$ cat src/rtl/dpwm_counter_cmp.sv
// dpwm_counter_cmp: counter-comparator DPWM core.
// Free-running WIDTH-bit counter with a double-buffered duty register that is
// reloaded only at the period wrap (or while idle). Every output is a flop.
// Optional complementary output with dead time: define DPWM_COMPL_EN.
module dpwm_counter_cmp #(
    parameter int unsigned WIDTH = 4,
    parameter int unsigned DT    = 1
) (
    input  logic             clk,
    input  logic             reset_n,
    input  logic             en,
    input  logic [WIDTH-1:0] duty,
    output logic             pwm,
    output logic             period_end,
    output logic [WIDTH-1:0] cnt
`ifdef DPWM_COMPL_EN
    ,
    output logic             pwm_n
`endif
);

    localparam logic [WIDTH-1:0] MAX = '1;

    // Dead time must leave at least the MAX cycle reachable for pwm_n.
    if (DT > (2 ** WIDTH) - 1) begin : g_dt_range
        $error("dpwm_counter_cmp: DT out of range");
    end

    logic             run;
    logic [WIDTH-1:0] d_act;
    logic [WIDTH-1:0] cnt_next;
    logic [WIDTH-1:0] d_act_next;
    logic             pwm_next;
    logic             period_end_next;

    // Next-state logic; outputs are decoded from the next counter/duty values
    // so the registered outputs line up with the registered counter.
    always_comb begin
        cnt_next        = '0;
        d_act_next      = d_act;
        if (en && run) begin
            cnt_next = cnt + WIDTH'(1);
        end
        if (!run || (cnt == MAX)) begin
            d_act_next = duty;
        end
        pwm_next        = en && (cnt_next < d_act_next);
        period_end_next = en && (cnt_next == MAX);
    end

    // Main state register with asynchronous active-low reset.
    always_ff @(posedge clk or negedge reset_n) begin
        if (!reset_n) begin
            run        <= 1'b0;
            cnt        <= '0;
            d_act      <= '0;
            pwm        <= 1'b0;
            period_end <= 1'b0;
        end else begin
            run        <= en;
            cnt        <= cnt_next;
            d_act      <= d_act_next;
            pwm        <= pwm_next;
            period_end <= period_end_next;
        end
    end

`ifdef DPWM_COMPL_EN
    logic [WIDTH:0] on_edge;
    logic           pwm_n_next;

    // Complementary turn-on point D+DT, one bit wider so an overflow past MAX
    // keeps pwm_n low for the whole period.
    always_comb begin
        on_edge    = {1'b0, d_act_next} + (WIDTH + 1)'(DT);
        pwm_n_next = en && ({1'b0, cnt_next} >= on_edge);
    end

    // Complementary output register.
    always_ff @(posedge clk or negedge reset_n) begin
        if (!reset_n) begin
            pwm_n <= 1'b0;
        end else begin
            pwm_n <= pwm_n_next;
        end
    end
`endif

endmodule

$ cat config.mk
export PLATFORM = sky130hd
export DESIGN_NAME = dpwm_counter_cmp
export DESIGN_NICKNAME = d
export VERILOG_FILES = /design/src/rtl/dpwm_counter_cmp.sv
export SDC_FILE = /design/constraint.sdc
export NUM_CORES = 1
export LEC_CHECK = 0
export ABC_AREA = 1
export BUFFER_PORTS_ARGS = -buffer_cell sky130_fd_sc_hd__buf_2
export CORE_AREA = 2 2 39 41
export DETAILED_ROUTE_END_ITERATION = 12
export DIE_AREA = 0 0 41 43
export SLEW_MARGIN = 10
export SYNTH_ARGS = -nofsm -noshare
export SYNTH_HDL_FRONTEND = slang
export SYNTH_SLANG_ARGS = --single-unit
$ cat constraint.sdc
create_clock -name clk -period 3.8 [get_ports clk]
set_input_delay 0.19 -clock clk [delete_from_list [all_inputs] [get_ports clk]]
set_output_delay 0.19 -clock clk [all_outputs]
set_load 0.01 [all_outputs]
==> impl_metrics.sql <==
INSERT INTO impl_metrics (metric_group, metric, value, unit) VALUES
('clocking', 'worst_setup_hold_path_clk_slew', '0.07', 'ns'),
('floorplanning', 'design.portCount', '13', ''),
('yosys', 'synthMostInstantiatedCell', 'inv_1', ''),
('floorplanning', 'core_area', '1380', 'µm²'),
('floorplanning', 'chipHeight', '43', 'µm'),
('placement', 'placement.io_buffers', '12', ''),
('yosys', 'synth_seq_cells', '11', ''),
('drt', 'via_per_inst', '4.31', ''),
('drt', 'remaining_drc_errors', '0', ''),
('yosys', 'post_synth.cell_area_avg', '9.10', 'µm²'),
('run', 'drv_cap', '0', ''),
('clocking', 'cts_setup_buffers', '0', ''),
('yosys', 'synthMuxAreaShare', '0', '%'),
('placement', 'place_hpwl', '691', 'µm'),
('worst_setup_path', 'worstReg2RegStart', 'cnt[0]', ''),
('cells_and_area', 'finalNonFillerCells', '91', ''),
('yosys', 'simple_gate_share_of_the_synthesized_area', '23.0', '%'),
('power', 'worst_ir_drop_vdd', '0.147', 'mV'),
('placement', 'dp_cells', '86', ''),
('floorplanning', 'placement_rows', '14', ''),
('worst_setup_path', 'critical_path_arrival', '1.96', 'ns'),
('timing', 'setup_total_negative_slack', '0', 'ns'),
('timing', 'post-route-worst-setup-slack', '2.04', 'ns'),
('yosys', 'ys_top_cells_by_count', '13 x inv_1, 11 x dfrtp_1, 11 x nand2_1, 4 x ha_1, 4 x nor2_1', ''),
('cells_and_area', 'share_of_post_route_cells_with_drive_strength_above_1', '26.7', '%'),
('worst_setup_path', 'worstSetupEndpoint', 'pwm', ''),
('worst_setup_path', 'crit_cells', '9', ''),
('drt', 'route.detailed.wl_per_inst', '9.63', 'µm'),
('yosys', 'synth-xor-area-share', '1.66', '%'),
('placement', 'gpl.final_weighted_congestion', '0.684', ''),
('yosys', 'total_of_warnings_raised_by_yosys', '0', ''),
('clocking', 'clock_tree.htree_level_count', '1', ''),
('yosys', 'synth.cell_area', '528', 'µm²'),
('floorplanning', 'fp.dieW', '41', 'µm'),
('grt', 'pin_count_of_the_biggest_net_entering_global_routing', '12', ''),
('clocking', 'clockBufferDepth', '2', ''),
('clocking', 'worst_skew_pair.late_latency', '0.27', 'ns'),
('drt', 'detailedRoute.firstIterationViolations', '2', ''),
('yosys', 'synth_top_cells_by_area', 'dfrtp_1 52%, ha_1 9.5%, inv_1 9.2%, nand2_1 7.8%, nand3_1 2.8%', ''),
('worst_setup_path', 'max_stage_delay', '0.41', 'ns'),
('cells_and_area', 'final_net_count', '87', ''),
('worst_setup_path', 'crit_chain', 'ha_1 > nand3_1 > nand2_2 > o21ai_0 > inv_1 > ha_1 > nand2_1 > nand2_1 > a21oi_2', ''),
('yosys', 'synth.top_cell.area_share', '52.1', '%'),
('worst_setup_path', 'reg2reg_slack', '2.04', 'ns'),
('worst_setup_path', 'crit_path_max_fanout', '7', ''),
('power', 'power.total', '0.233', 'mW'),
('yosys', 'synthDominantAreaCellType', 'dfrtp_1', ''),
('hold_path', 'hp-class', 'primary input to flip-flop', ''),
('drt', 'drt.antenna.violating_nets', '0', ''),
('yosys', 'synth-compound-area-share', '4.50', '%'),
('yosys', 'adder_and_majority_cell_fraction_of_the_synthesized_area', '9.48', '%'),
('timing', 'worst_slew_pin_slew', '0.246', 'ns'),
('worst_setup_path', 'slowest_stage', 'dfrtp_1', ''),
('yosys', 'synth-main-ff-cell', 'dfrtp_1', ''),
('worst_setup_path', 'timing.critical_path.required', '4.00', 'ns'),
('cells_and_area', 'layout_overhead_on_the_synthesized_area', '22.0', '%'),
('grt', 'first_global_vias', '351', ''),
('run_status', 'run_status', 'complete, no violations', ''),
('worst_setup_path', 'critical_path_buf_inv_count', '1', ''),
('drt', 'drt-pass1-iter-count', '2', ''),
('grt', 'grt_overflow_total', '0', ''),
('power', 'areal_power_density_over_the_cells', '361', 'nW/µm²'),
('timing', 'fin_crit_sh', '46.3', '%'),
('timing', 'fin_hold_viols', '0', ''),
('worst_setup_path', 'crit_family', 'adder cells', ''),
('timing', 'finalSetupViolations', '0', ''),
('worst_setup_path', 'worstSetupStartpoint', 'cnt[0]', ''),
('timing', 'relSlewSlack', '83.4', '%'),
('clocking', 'root_buffer', 'clkbuf_4', ''),
('yosys', 'synth_fp_nets', '69', ''),
('floorplanning', 'fp.dieArea', '1760', 'µm²');
through the flow:
step	cell area (µm²)	utilization, %
global route	644	46.6
detailed placement	608	43.9
floorplan	528	-
CTS	644	46.6
finish	644	46.6
global placement	608	43.9
layout by cell type, fill, tap and decap left out:
master,n
clkbuf_4,3
and2_1,1
nand2_1,11
dlygate4sd3_1,1
nand3_2,1
o21ai_0,3
ha_1,4
a21oi_2,1
nand2_2,2
dfrtp_1,11
inv_1,13
nor3_1,1
clkbuf_1,1
nor2_1,4
or2_4,1
buf_2,12
nand3_1,3
xor2_1,1
nand3b_1,1
kinds of logic (layout without fill, tap and decap cells):
| logic type | count (synthesis) | in the layout |
|---|---|---|
| compound gates | 4 | 4 |
| xor+xnor | 1 | 1 |
| buf+inv | 13 | 30 |
| fa+ha+maj | 4 | 4 |
| flops | 11 | 11 |
| simple gates | 25 | 25 |
worst reg2reg max path, cell delays in order (launching register included):
cell and delay (ns):
dfrtp_1 0.41, ha_1 0.24, nand3_1 0.12, nand2_2 0.11
o21ai_0 0.22, inv_1 0.07, ha_1 0.27, nand2_1 0.07
nand2_1 0.06, a21oi_2 0.11
how the worst min path moves through the flow:
stage | from | to | slack [ns] | cells past startpoint
after floorplan | reset_n | cnt[0] | -0.11 | 0
after global placement | reset_n | cnt[2] | 0.07 | 1
after detailed placement | reset_n | period_end | 0.08 | 1
after CTS | en | run | 0.05 | 1
after global routing | en | run | 0.07 | 1
final | en | run | 0.07 | 1
per-layer routing:
layer  vias up  global-route usage [%]  wire length [µm]  share of wire (%)
met5         -                       0                 0                  0
li1        215                       -                 -                  -
met4         0                    10.0                 0                  0
met3         0                    3.14                41                4.7
met1       166                    16.4               424                 48
met2        11                    16.3               410                 47
area by class of cell:
type / count / area [µm²]
Tap cell: 16 / 20.0
Inverter: 13 / 48.8
Clock buffer: 4 / 26.3
Timing Repair Buffer: 13 / 70.1
Multi-Input combinational cell: 34 / 204
Fill cell: 146 / 739
Sequential cell: 11 / 275
flip-flops by register name (all words and copies together) (netlist names):
register and cells:
cnt 4, d_act 4, period_end 1, pwm 1, run 1
power breakdown:
part	switching [mW]	internal, mW	total, mW
clock network	0.0394	0.0406	0.0801
logic	0.0158	0.0115	0.0273
registers	0.00252	0.123	0.126
total	0.0577	0.175	0.233
repair_timing:
item                                    4_1_cts  5_1_grt
gates resized for setup                       0        0
endpoints found under the hold margin        11        0
endpoints found under the setup margin        0        0
hold buffers                                  1        0
Power figures use the tool's default switching activity.
